--- src/rtl/booth_mult_pkg.sv ---
// -----------------------------------------------------------------------------
// booth_mult_pkg
// Shared constants for the Booth multiplier arbiter slice:
//   - DEFAULT_WIDTH : default operand width of the multiplier core
//   - ST_*          : arbiter FSM state encodings (also visible on dbg_state)
//   - UU/US/SU/SS   : sign_mode encodings, {a_signed, b_signed}
// -----------------------------------------------------------------------------
package booth_mult_pkg;

  localparam int DEFAULT_WIDTH = 8;

  // Arbiter FSM states
  localparam logic [1:0] ST_IDLE  = 2'd0;
  localparam logic [1:0] ST_ISSUE = 2'd1;
  localparam logic [1:0] ST_WAIT  = 2'd2;
  localparam logic [1:0] ST_RESP  = 2'd3;

  // Sign modes: bit 1 = multiplicand signed, bit 0 = multiplier signed
  localparam logic [1:0] UU = 2'b00;
  localparam logic [1:0] US = 2'b01;
  localparam logic [1:0] SU = 2'b10;
  localparam logic [1:0] SS = 2'b11;

endpackage

--- src/rtl/booth_rr_arbiter.sv ---
// -----------------------------------------------------------------------------
// booth_rr_arbiter
// Purely combinational round-robin grant. The winner is the first asserted
// req_valid bit at or above rr_ptr; if none, the search wraps to index 0.
// Ports:
//   req_valid  in  NUM_REQ  request lines
//   rr_ptr     in  ID_W     highest-priority index this round
//   grant      out NUM_REQ  one-hot grant (zero when nothing is valid)
//   grant_idx  out ID_W     binary index of the granted requester
//   grant_any  out 1        some requester is granted
// -----------------------------------------------------------------------------
module booth_rr_arbiter #(
  parameter int NUM_REQ = 4,
  parameter int ID_W    = 2
) (
  input  logic [NUM_REQ-1:0] req_valid,
  input  logic [ID_W-1:0]    rr_ptr,
  output logic [NUM_REQ-1:0] grant,
  output logic [ID_W-1:0]    grant_idx,
  output logic               grant_any
);

  always_comb begin
    grant     = '0;
    grant_idx = '0;
    grant_any = 1'b0;
    // Pass 1: indices at or above the pointer.
    for (int i = 0; i < NUM_REQ; i++) begin
      if (!grant_any && req_valid[i] && (i >= int'(rr_ptr))) begin
        grant[i]  = 1'b1;
        grant_idx = ID_W'(i);
        grant_any = 1'b1;
      end
    end
    // Pass 2: wrap around; only indices below the pointer can still win here.
    for (int i = 0; i < NUM_REQ; i++) begin
      if (!grant_any && req_valid[i]) begin
        grant[i]  = 1'b1;
        grant_idx = ID_W'(i);
        grant_any = 1'b1;
      end
    end
  end

endmodule

--- src/rtl/booth_mult_arbiter.sv ---
// -----------------------------------------------------------------------------
// booth_mult_arbiter
// Shares one pipelined Booth multiplier core among NUM_REQ requesters with
// round-robin arbitration. One operation is in flight at a time:
//   IDLE -> (grant + accept) -> ISSUE (start pulse) -> WAIT (core done)
//        -> RESP (hold result until consumer accepts) -> IDLE
//
// Handshakes: a transfer happens on a rising clock edge where valid and
// ready are both high. The request side holds valid and data until ready;
// req_ready is high only in IDLE and only for the round-robin winner. The
// response side holds resp_valid/resp_id/resp_product/resp_err stable until
// resp_ready is seen high.
//
// Optional feature: define BOOTH_ARB_WATCHDOG_EN to add a WAIT-state
// watchdog. After TIMEOUT_CYCLES cycles in WAIT without mult_done the
// arbiter responds with resp_err=1 and resp_product=0. Without the macro
// WAIT waits indefinitely and resp_err is constant 0.
//
// Ports:
//   clk, rst          clock, asynchronous active-high reset
//   req_valid/ready   per-requester request handshake
//   req_a/req_b       packed operands, requester i at [i*WIDTH +: WIDTH]
//   req_sign_mode     packed {a_signed,b_signed}, requester i at [i*2 +: 2]
//   resp_*            response handshake, owner ID, product, watchdog flag
//   mult_*            interface to the multiplier core
//   busy              high whenever the FSM is not in IDLE
//   dbg_state         current FSM state (ST_* encodings)
// -----------------------------------------------------------------------------
module booth_mult_arbiter
  import booth_mult_pkg::*;
#(
  parameter int WIDTH          = DEFAULT_WIDTH,
  parameter int NUM_REQ        = 4,
  parameter int ID_W           = 2,
  parameter int TIMEOUT_CYCLES = 31
) (
  input  logic                   clk,
  input  logic                   rst,
  input  logic [NUM_REQ-1:0]     req_valid,
  output logic [NUM_REQ-1:0]     req_ready,
  input  logic [NUM_REQ*WIDTH-1:0] req_a,
  input  logic [NUM_REQ*WIDTH-1:0] req_b,
  input  logic [NUM_REQ*2-1:0]   req_sign_mode,
  output logic                   resp_valid,
  input  logic                   resp_ready,
  output logic [ID_W-1:0]        resp_id,
  output logic [2*WIDTH-1:0]     resp_product,
  output logic                   resp_err,
  output logic                   mult_start,
  output logic [WIDTH-1:0]       mult_a,
  output logic [WIDTH-1:0]       mult_b,
  output logic [1:0]             mult_sign_mode,
  input  logic [2*WIDTH-1:0]     mult_product,
  input  logic                   mult_done,
  output logic                   busy,
  output logic [1:0]             dbg_state
);

  // Elaboration-time parameter sanity checks.
  if (NUM_REQ < 1 || NUM_REQ > 8) begin : g_bad_num_req
    $error("booth_mult_arbiter: NUM_REQ must be in 1..8");
  end
  if (ID_W < 1 || (1 << ID_W) < NUM_REQ) begin : g_bad_id_w
    $error("booth_mult_arbiter: ID_W too small for NUM_REQ");
  end
  if (TIMEOUT_CYCLES < 1) begin : g_bad_timeout
    $error("booth_mult_arbiter: TIMEOUT_CYCLES must be >= 1");
  end

  // ---------------------------------------------------------------------------
  // State and datapath registers
  // ---------------------------------------------------------------------------
  logic [1:0]         state_q,   state_d;
  logic [ID_W-1:0]    rr_ptr_q,  rr_ptr_d;
  logic [WIDTH-1:0]   a_q,       a_d;
  logic [WIDTH-1:0]   b_q,       b_d;
  logic [1:0]         mode_q,    mode_d;
  logic [ID_W-1:0]    id_q,      id_d;
  logic [2*WIDTH-1:0] product_q, product_d;

  logic [NUM_REQ-1:0] grant;
  logic [ID_W-1:0]    grant_idx;
  logic               grant_any;
  logic               accept;
  logic               wd_expired;

  logic [WIDTH-1:0]   sel_a;
  logic [WIDTH-1:0]   sel_b;
  logic [1:0]         sel_mode;

  booth_rr_arbiter #(
    .NUM_REQ (NUM_REQ),
    .ID_W    (ID_W)
  ) u_rr_arbiter (
    .req_valid (req_valid),
    .rr_ptr    (rr_ptr_q),
    .grant     (grant),
    .grant_idx (grant_idx),
    .grant_any (grant_any)
  );

  // grant is already qualified by req_valid, so a grant in IDLE is a transfer.
  assign accept = (state_q == ST_IDLE) && grant_any;

  // Operand mux driven by the one-hot grant.
  always_comb begin
    sel_a    = '0;
    sel_b    = '0;
    sel_mode = UU;
    for (int i = 0; i < NUM_REQ; i++) begin
      if (grant[i]) begin
        sel_a    = req_a[i*WIDTH +: WIDTH];
        sel_b    = req_b[i*WIDTH +: WIDTH];
        sel_mode = req_sign_mode[i*2 +: 2];
      end
    end
  end

  // ---------------------------------------------------------------------------
  // Watchdog (optional)
  // ---------------------------------------------------------------------------
`ifdef BOOTH_ARB_WATCHDOG_EN
  localparam int WD_W = $clog2(TIMEOUT_CYCLES + 1);

  logic [WD_W-1:0] wd_cnt_q, wd_cnt_d;
  logic            err_q,    err_d;

  // Counter is zeroed in ISSUE so it reads 0 on the first WAIT cycle; expiry
  // fires on the TIMEOUT_CYCLES-th WAIT cycle that has no done.
  always_comb begin
    wd_cnt_d = wd_cnt_q;
    if (state_q == ST_ISSUE) begin
      wd_cnt_d = '0;
    end else if (state_q == ST_WAIT && !mult_done) begin
      wd_cnt_d = wd_cnt_q + WD_W'(1);
    end
  end

  assign wd_expired = (state_q == ST_WAIT) && !mult_done &&
                      (wd_cnt_q == WD_W'(TIMEOUT_CYCLES - 1));

  always_comb begin
    err_d = err_q;
    if (accept) begin
      err_d = 1'b0;
    end else if (state_q == ST_WAIT) begin
      if (mult_done) begin
        err_d = 1'b0;
      end else if (wd_expired) begin
        err_d = 1'b1;
      end
    end
  end

  always_ff @(posedge clk or posedge rst) begin
    if (rst) begin
      wd_cnt_q <= '0;
      err_q    <= 1'b0;
    end else begin
      wd_cnt_q <= wd_cnt_d;
      err_q    <= err_d;
    end
  end

  assign resp_err = err_q;
`else
  assign wd_expired = 1'b0;
  assign resp_err   = 1'b0;
`endif

  // ---------------------------------------------------------------------------
  // FSM: state register
  // ---------------------------------------------------------------------------
  always_ff @(posedge clk or posedge rst) begin
    if (rst) begin
      state_q <= ST_IDLE;
    end else begin
      state_q <= state_d;
    end
  end

  // ---------------------------------------------------------------------------
  // FSM: next-state logic
  // ---------------------------------------------------------------------------
  always_comb begin
    state_d = state_q;
    case (state_q)
      ST_IDLE:  if (accept) state_d = ST_ISSUE;
      ST_ISSUE: state_d = ST_WAIT;
      ST_WAIT:  if (mult_done || wd_expired) state_d = ST_RESP;
      ST_RESP:  if (resp_ready) state_d = ST_IDLE;
      default:  state_d = ST_IDLE;
    endcase
  end

  // ---------------------------------------------------------------------------
  // FSM: outputs
  // ---------------------------------------------------------------------------
  always_comb begin
    req_ready  = '0;
    mult_start = 1'b0;
    resp_valid = 1'b0;
    busy       = 1'b1;
    case (state_q)
      ST_IDLE: begin
        // Ready is combinational from req_valid; masked while reset is held
        // so every output reads 0 during reset.
        req_ready = rst ? '0 : grant;
        busy      = 1'b0;
      end
      ST_ISSUE: mult_start = 1'b1;
      ST_WAIT:  ;
      ST_RESP:  resp_valid = 1'b1;
      default:  ;
    endcase
  end

  // ---------------------------------------------------------------------------
  // Datapath next-state
  // ---------------------------------------------------------------------------
  always_comb begin
    rr_ptr_d  = rr_ptr_q;
    a_d       = a_q;
    b_d       = b_q;
    mode_d    = mode_q;
    id_d      = id_q;
    product_d = product_q;

    if (accept) begin
      a_d    = sel_a;
      b_d    = sel_b;
      mode_d = sel_mode;
      id_d   = grant_idx;
      // Next round starts just past the winner, wrapping at NUM_REQ.
      rr_ptr_d = (grant_idx == ID_W'(NUM_REQ - 1)) ? '0 : grant_idx + ID_W'(1);
    end

    // Only WAIT listens to the core; a stray done elsewhere is ignored.
    if (state_q == ST_WAIT) begin
      if (mult_done) begin
        product_d = mult_product;
      end else if (wd_expired) begin
        product_d = '0;
      end
    end
  end

  always_ff @(posedge clk or posedge rst) begin
    if (rst) begin
      rr_ptr_q  <= '0;
      a_q       <= '0;
      b_q       <= '0;
      mode_q    <= UU;
      id_q      <= '0;
      product_q <= '0;
    end else begin
      rr_ptr_q  <= rr_ptr_d;
      a_q       <= a_d;
      b_q       <= b_d;
      mode_q    <= mode_d;
      id_q      <= id_d;
      product_q <= product_d;
    end
  end

  assign mult_a         = a_q;
  assign mult_b         = b_q;
  assign mult_sign_mode = mode_q;
  assign resp_id        = id_q;
  assign resp_product   = product_q;
  assign dbg_state      = state_q;

endmodule

--- config.mk ---
export PLATFORM = sky130hd
export DESIGN_NAME = booth_mult_arbiter
export DESIGN_NICKNAME = d
export VERILOG_FILES = /design/src/rtl/booth_mult_pkg.sv /design/src/rtl/booth_rr_arbiter.sv /design/src/rtl/booth_mult_arbiter.sv
export SDC_FILE = /design/constraint.sdc
export NUM_CORES = 1
export LEC_CHECK = 0
export ABC_CLOCK_PERIOD_IN_PS = 2700
export CORE_AREA = 3 3 107 68
export DETAILED_ROUTE_END_ITERATION = 8
export DIE_AREA = 0 0 110 71
export PLACE_DENSITY_LB_ADDON = 0.15
export SETUP_SLACK_MARGIN = 0.2
export SLEW_MARGIN = 20
export SYNTH_ARGS = -nofsm -noshare
export SYNTH_HDL_FRONTEND = slang
export SYNTH_SLANG_ARGS = --single-unit
export TNS_END_PERCENT = 10
--- constraint.sdc ---
create_clock -name clk -period 2.7 [get_ports clk]
set_clock_uncertainty 0.15 [all_clocks]
set_input_delay 0.54 -clock clk [delete_from_list [all_inputs] [get_ports clk]]
set_output_delay 0.54 -clock clk [all_outputs]
set_load 0.05 [all_outputs]
# Word-level counts from Yosys, hierarchy flattened
# Index checks and enable logic that the tools add are counted.
# Widths: inputs -> output; s select.
totals:
  register_bits: 40
  out_inout_bits: 46
  wordCells: 83
op_classes:
  n_addsub: 1
  n_lt_le_gt_ge: 3
  n_eq_ne: 7
  n_mux: 44
  n_reduce_logical: 21
ops:
  columns: ["cell", "count"]
  rows:
  - ["$mux 8", 8]
  - ["$mux 2", 14]
  - ["$mux 1", 19]
  - ["$logic_and 1x1->1", 11]
  - ["$mux 4", 2]
  - ["$pmux 2 s4", 1]
  - ["$logic_not 1->1", 7]
  - ["$eq 2x2->1 const B", 3]
  - ["$ne 2x2->1 const B", 3]
  - ["$ge 1x2->1 const A", 2]
  - ["$reduce_and 3->1", 1]
  - ["$add 2x1->2 const B", 1]
  - ["$eq 2x1->1 const B", 1]
  - ["$ge 2x2->1 const A", 1]
  - ["$logic_not 2->1", 1]
  - ["$reduce_and 2->1", 1]

# Depth between registers and ports, before layout
logic_depth:
  ltp_word: 29
  depth_mapped: 8
  mapped_depth_nobuf: 7

# Hierarchy
# From an unflattened synthesis, not the netlist that was laid out.
unflattened:
  hier_cells: 237
  area_unflattened_um2: 2436.1
by_module_without_submodules:
  columns: ["module", "instances", "cells_each", "area_per_inst_um2", "seq_area_each_um2"]
  rows:
  - ["booth_mult_arbiter", 1, 204, 2213.4, 1001.0]
  - ["booth_rr_arbiter", 1, 33, 222.7, 0.0]

# Worst setup path after synthesis
# OpenSTA, ideal clock, no wires.
synth_path:
  path_type: "input port to output port"
  from: "input port rst"
  to: "output port req_ready[0]"
  t_arrival_ns: 2.694
  t_required_ns: 2.010
  setup_slack_ns: -0.684
  stages: 3
  n_path_buf: 0
  path_cell_list: "inv_1 -> nand2_1 -> nor3_1"
synth_via:
  elab_chain_len: 2
synth_rtl:
  columns: ["item", "line_no", "text"]
  rows:
  - ["start, declared", "booth_mult_arbiter.sv:38", "input logic rst,"]
  - ["$mux 4", "booth_mult_arbiter.sv:208", "req_ready = rst ? '0 : grant;"]
  - ["$mux 4", "booth_mult_arbiter.sv:204", "case (state_q)"]
  - ["end, declared", "booth_mult_arbiter.sv:40", "output logic [NUM_REQ-1:0] req_ready,"]
# Every way passes these cells.

# Worst setup path after layout
layout_path:
  from: "input port req_valid[2]"
  to: "output port req_ready[3]"
layout_via:
  elab_chain_len: 20
  elab_cells_between_ends: 21
layout_rtl:
  columns: ["item", "line_no", "text"]
  rows:
  - ["start, declared", "booth_mult_arbiter.sv:39", "input logic [NUM_REQ-1:0] req_valid,"]
  - ["$logic_and 1x1->1 (2 in a row)", "booth_rr_arbiter.sv:29", "if (!grant_any && req_valid[i] && (i >= int'(rr_ptr))) begin"]
  - ["$mux 1", "booth_rr_arbiter.sv:29", null]
  - ["$logic_not 1->1", "booth_rr_arbiter.sv:29", null]
  - ["$logic_and 1x1->1", "booth_rr_arbiter.sv:29", null]
  - ["$mux 1", "booth_rr_arbiter.sv:29", null]
  - ["$logic_not 1->1", "booth_rr_arbiter.sv:37", "if (!grant_any && req_valid[i]) begin"]
  - ["$logic_and 1x1->1", "booth_rr_arbiter.sv:37", null]
  - ["$mux 1", "booth_rr_arbiter.sv:37", null]
  - ["(+3 left out)", null, null]
  - ["$logic_not 1->1", "booth_rr_arbiter.sv:37", null]
  - ["$logic_and 1x1->1", "booth_rr_arbiter.sv:37", null]
  - ["$mux 1", "booth_rr_arbiter.sv:37", null]
  - ["$logic_not 1->1", "booth_rr_arbiter.sv:37", null]
  - ["$logic_and 1x1->1", "booth_rr_arbiter.sv:37", null]
  - ["$mux 1 *", "booth_rr_arbiter.sv:37", null]
  - ["$mux 4 *", "booth_mult_arbiter.sv:208", null]
  - ["$mux 4 *", "booth_mult_arbiter.sv:204", null]
# Mark *: on every way between the ends. The rest lies on a longest branch, timed or not.

==> impl_metrics.env <==
export IMPL_grt_pass1_wl_um=12400
export IMPL_p_leak_nw=1.63
export IMPL_synthTopCellsByArea="dfrtp_1 43%, mux2_2 7.8%, a2bb2oi_1 6.8%"
export IMPL_wp_data_arrival_ps=1870
export IMPL_core_area_sq_um=6470
export IMPL_cts_inserted_buffers=5
export IMPL_synth_common_cells="40 x dfrtp_1, 30 x nand2_1, 22 x nor2_1"
export IMPL_place_gp_congestion=0.883
export IMPL_post_synth_and_or_nand_nor_area_fraction=0.116
export IMPL_n_antenna_cell=0
export IMPL_asyncSetResetFlopFracSynth=1.00
export IMPL_drcViolationCount=0
export IMPL_num_vias=2345
export IMPL_total_power_w=0.00487
export IMPL_tritoncts="built"
export IMPL_path_max_fanout=5
export IMPL_result_of_the_run="completed"
export IMPL_drive_gt1_frac=0.211
export IMPL_dp_hpwl_um=5880
export IMPL_cts_path_max_buffers=2
export IMPL_power_density_nw_per_um2=1200
export IMPL_grt_setup_unrepaired="true"
export IMPL_hold_violations=0
export IMPL_syn_to_final_growth_pct=74.9
export IMPL_ys_ff_latch=40
export IMPL_synth_largest_area_cell="dfrtp_1"
export IMPL_post_synth_cell_area_avg_sq_um=10.5
export IMPL_yosysSeqAreaShare=0.432
export IMPL_headroom_to_the_max_slew_limit=0.548
export IMPL_syn_nets=321
export IMPL_min_period_over_period=0.949
export IMPL_post_synth_xor_area_fraction=0
export IMPL_most_common_cell_in_the_synthesized_netlist="dfrtp_1"
export IMPL_grt_max_degree=39
export IMPL_ir_drop_worst_vdd_mv=0.517
export IMPL_final_period_minus_worst_setup_slack_ps=2560
export IMPL_synth_mux_area_frac=0.0778
export IMPL_root_buffer="clkbuf_8"
export IMPL_grt_antenna_before_repair=0
export IMPL_setup_viol_count_final=0
export IMPL_fin_nets=469
export IMPL_hold_path_class="in2async"
export IMPL_cts_sinks=40
export IMPL_critical_path_slowest_cell="clkdlybuf4s50_1"
export IMPL_io_pin_count=142
export IMPL_synth_edff_count=0
export IMPL_dpl_cell_count=449
export IMPL_setup_reg_to_reg_worst_slack_ps=690
export IMPL_max_cap_violations=0
export IMPL_number_of_global_route_vias_before_repair=2403
export IMPL_synth_fa_ha_area_frac=0.0216
export IMPL_highest_achievable_clock_rate_ghz=0.390
export IMPL_synth_compound_gate_area_share=0.297
export IMPL_max_slew_worst_pin_slew_ps=676
export IMPL_wire_per_inst_um=16.9
export IMPL_timing_critical_path_to_type="output pin"
export IMPL_cp_required_ps=2010
export IMPL_drtAntennaViolNets=0
export IMPL_crit_path_max_incr_delay_ps=470
export IMPL_startpoint_type="input port"
export IMPL_wl_um=7740
export IMPL_clock_insertion_delay_worst_skew_ps=300
export IMPL_num_rows=23
export IMPL_viasPerCell=5.13
export IMPL_placement_io_buffers=140
export IMPL_synth_cell_types=36
export IMPL_synth_top_area_frac=0.432
export IMPL_cts_htree_levels=2
export IMPL_die_height_um=71
export IMPL_synthCells=221
export IMPL_stdcell_count=457
export IMPL_timing_worst_setup_path_type="in2out"
export IMPL_clk_pin_slew_ps=80
export IMPL_global_route_usage_total=0.206
export IMPL_die_width_um=110
export IMPL_dieArea_sq_um=7810
export IMPL_ys_warn_count=0
export IMPL_synth_main_ff_cell="dfrtp_1"
export IMPL_detail_route_iter0_violations=59
export IMPL_cts_hold_buffers_added=0
export IMPL_cell_mode_on_critical_path="buf_4"
export IMPL_globalRouteOverflowTotal=0
export IMPL_synth_top_family_by_area="compound AO/OA/AOI/OAI gates"
export IMPL_synth_area_sq_um=2310
export IMPL_worstPathCellList="clkdlybuf4s50_1, buf_4, nor2_1, o221ai_2, nor2_2, buf_4"
export IMPL_fill_count=571
export IMPL_dr_pass1_iters=4
export IMPL_initial_utilization=0.357
export IMPL_report_final_slew_viol_count=0
sequential cells by signal (all words and copies together) (netlist names):
signal,flops
dbg_state,2
mult_a,8
mult_b,8
mult_sign_mode,2
resp_id,2
resp_product,16
rr_ptr_q,2
critical path: cells and delay by family:
kind	cells	cell delay, ps
buf+inv	3	860
simple gates	2	300
compound gates	1	160
metal layers:
layer,GRT usage,vias to the layer above,part of all wire,wire length (um)
li1,-,1116,-,-
met1,0.284,1143,0.44,3430
met2,0.329,81,0.48,3740
met3,0.0510,5,0.067,515
met4,0.0415,0,0.0072,56
met5,0,-,0,0
worst paths after layout:
kind                              startpoint           end  cells after the start
worst max-delay path            req_valid[2]  req_ready[3]                      6
worst min register to register    resp_id[1]    resp_id[1]                      2
min in group clk                  resp_id[1]    resp_id[1]                      2
worst min-delay path                     rst  dbg_state[0]                      2
max in group asynchronous                rst     mult_a[2]                      3
worst max register to register   rr_ptr_q[1]     mult_b[4]                      5
kinds of logic (layout without fill, tap and decap cells):
| kind of cell | count (synthesis) | count (layout) |
|---|---|---|
| buffers and inverters | 24 | 173 |
| AO/OA/AOI/OAI | 72 | 72 |
| multiplexers | 16 | 16 |
| adder cells (fa/ha/maj) | 4 | 4 |
| other | 1 | 1 |
| AND/OR/NAND/NOR | 64 | 64 |
| flip-flops | 40 | 40 |
stage by stage:
stage | hold slack (ps) | utilization | area, sq um | TNS, ps | setup slack [ps]
after floorplan | 376 | - | 2330 | 0 | 102
after global placement | 316 | 0.607 | 3930 | -543 | -76.7
after detailed placement | 316 | 0.607 | 3930 | -1010 | -149
after CTS | 316 | 0.624 | 4040 | 0 | 126
after global routing | 326 | 0.625 | 4050 | 0 | 44.1
final | 323 | 0.625 | 4050 | 0 | 138
report_power, final:
group          switching [W]  internal [W]
sequential          0.000184      0.000894
clock               0.000223      0.000274
combinational        0.00200       0.00129
total                0.00241       0.00246
cells in the final DEF, fill, tap and decap left out, types with 8 or more instances in the layout:
cell,count
buf_4,20
a2bb2oi_1,18
nand2_1,30
a221oi_1,8
o31ai_1,8
mux2_2,16
dfrtp_1,40
o31ai_2,10
clkdlybuf4s50_1,132
a221oi_2,10
nor2_1,20
what timing repair did:
action | 4_1_cts | 5_1_grt
buffers inserted | 0 | 0
pin swaps | 2 | 0
endpoints found under the setup margin | 7 | 22
gates resized for setup | 4 | 1
cell type report:
cell class	count	area, sq um	area share
inverters	6	26.3	0.00649
well taps	87	109	0.0269
clock buffers	5	68.8	0.0170
repair buffers	159	1580	0.390
multi-input cells	157	1220	0.302
clock inverters	3	42.5	0.0105
flip-flops and latches	40	1000	0.247
(Power assumes the default switching activity.)
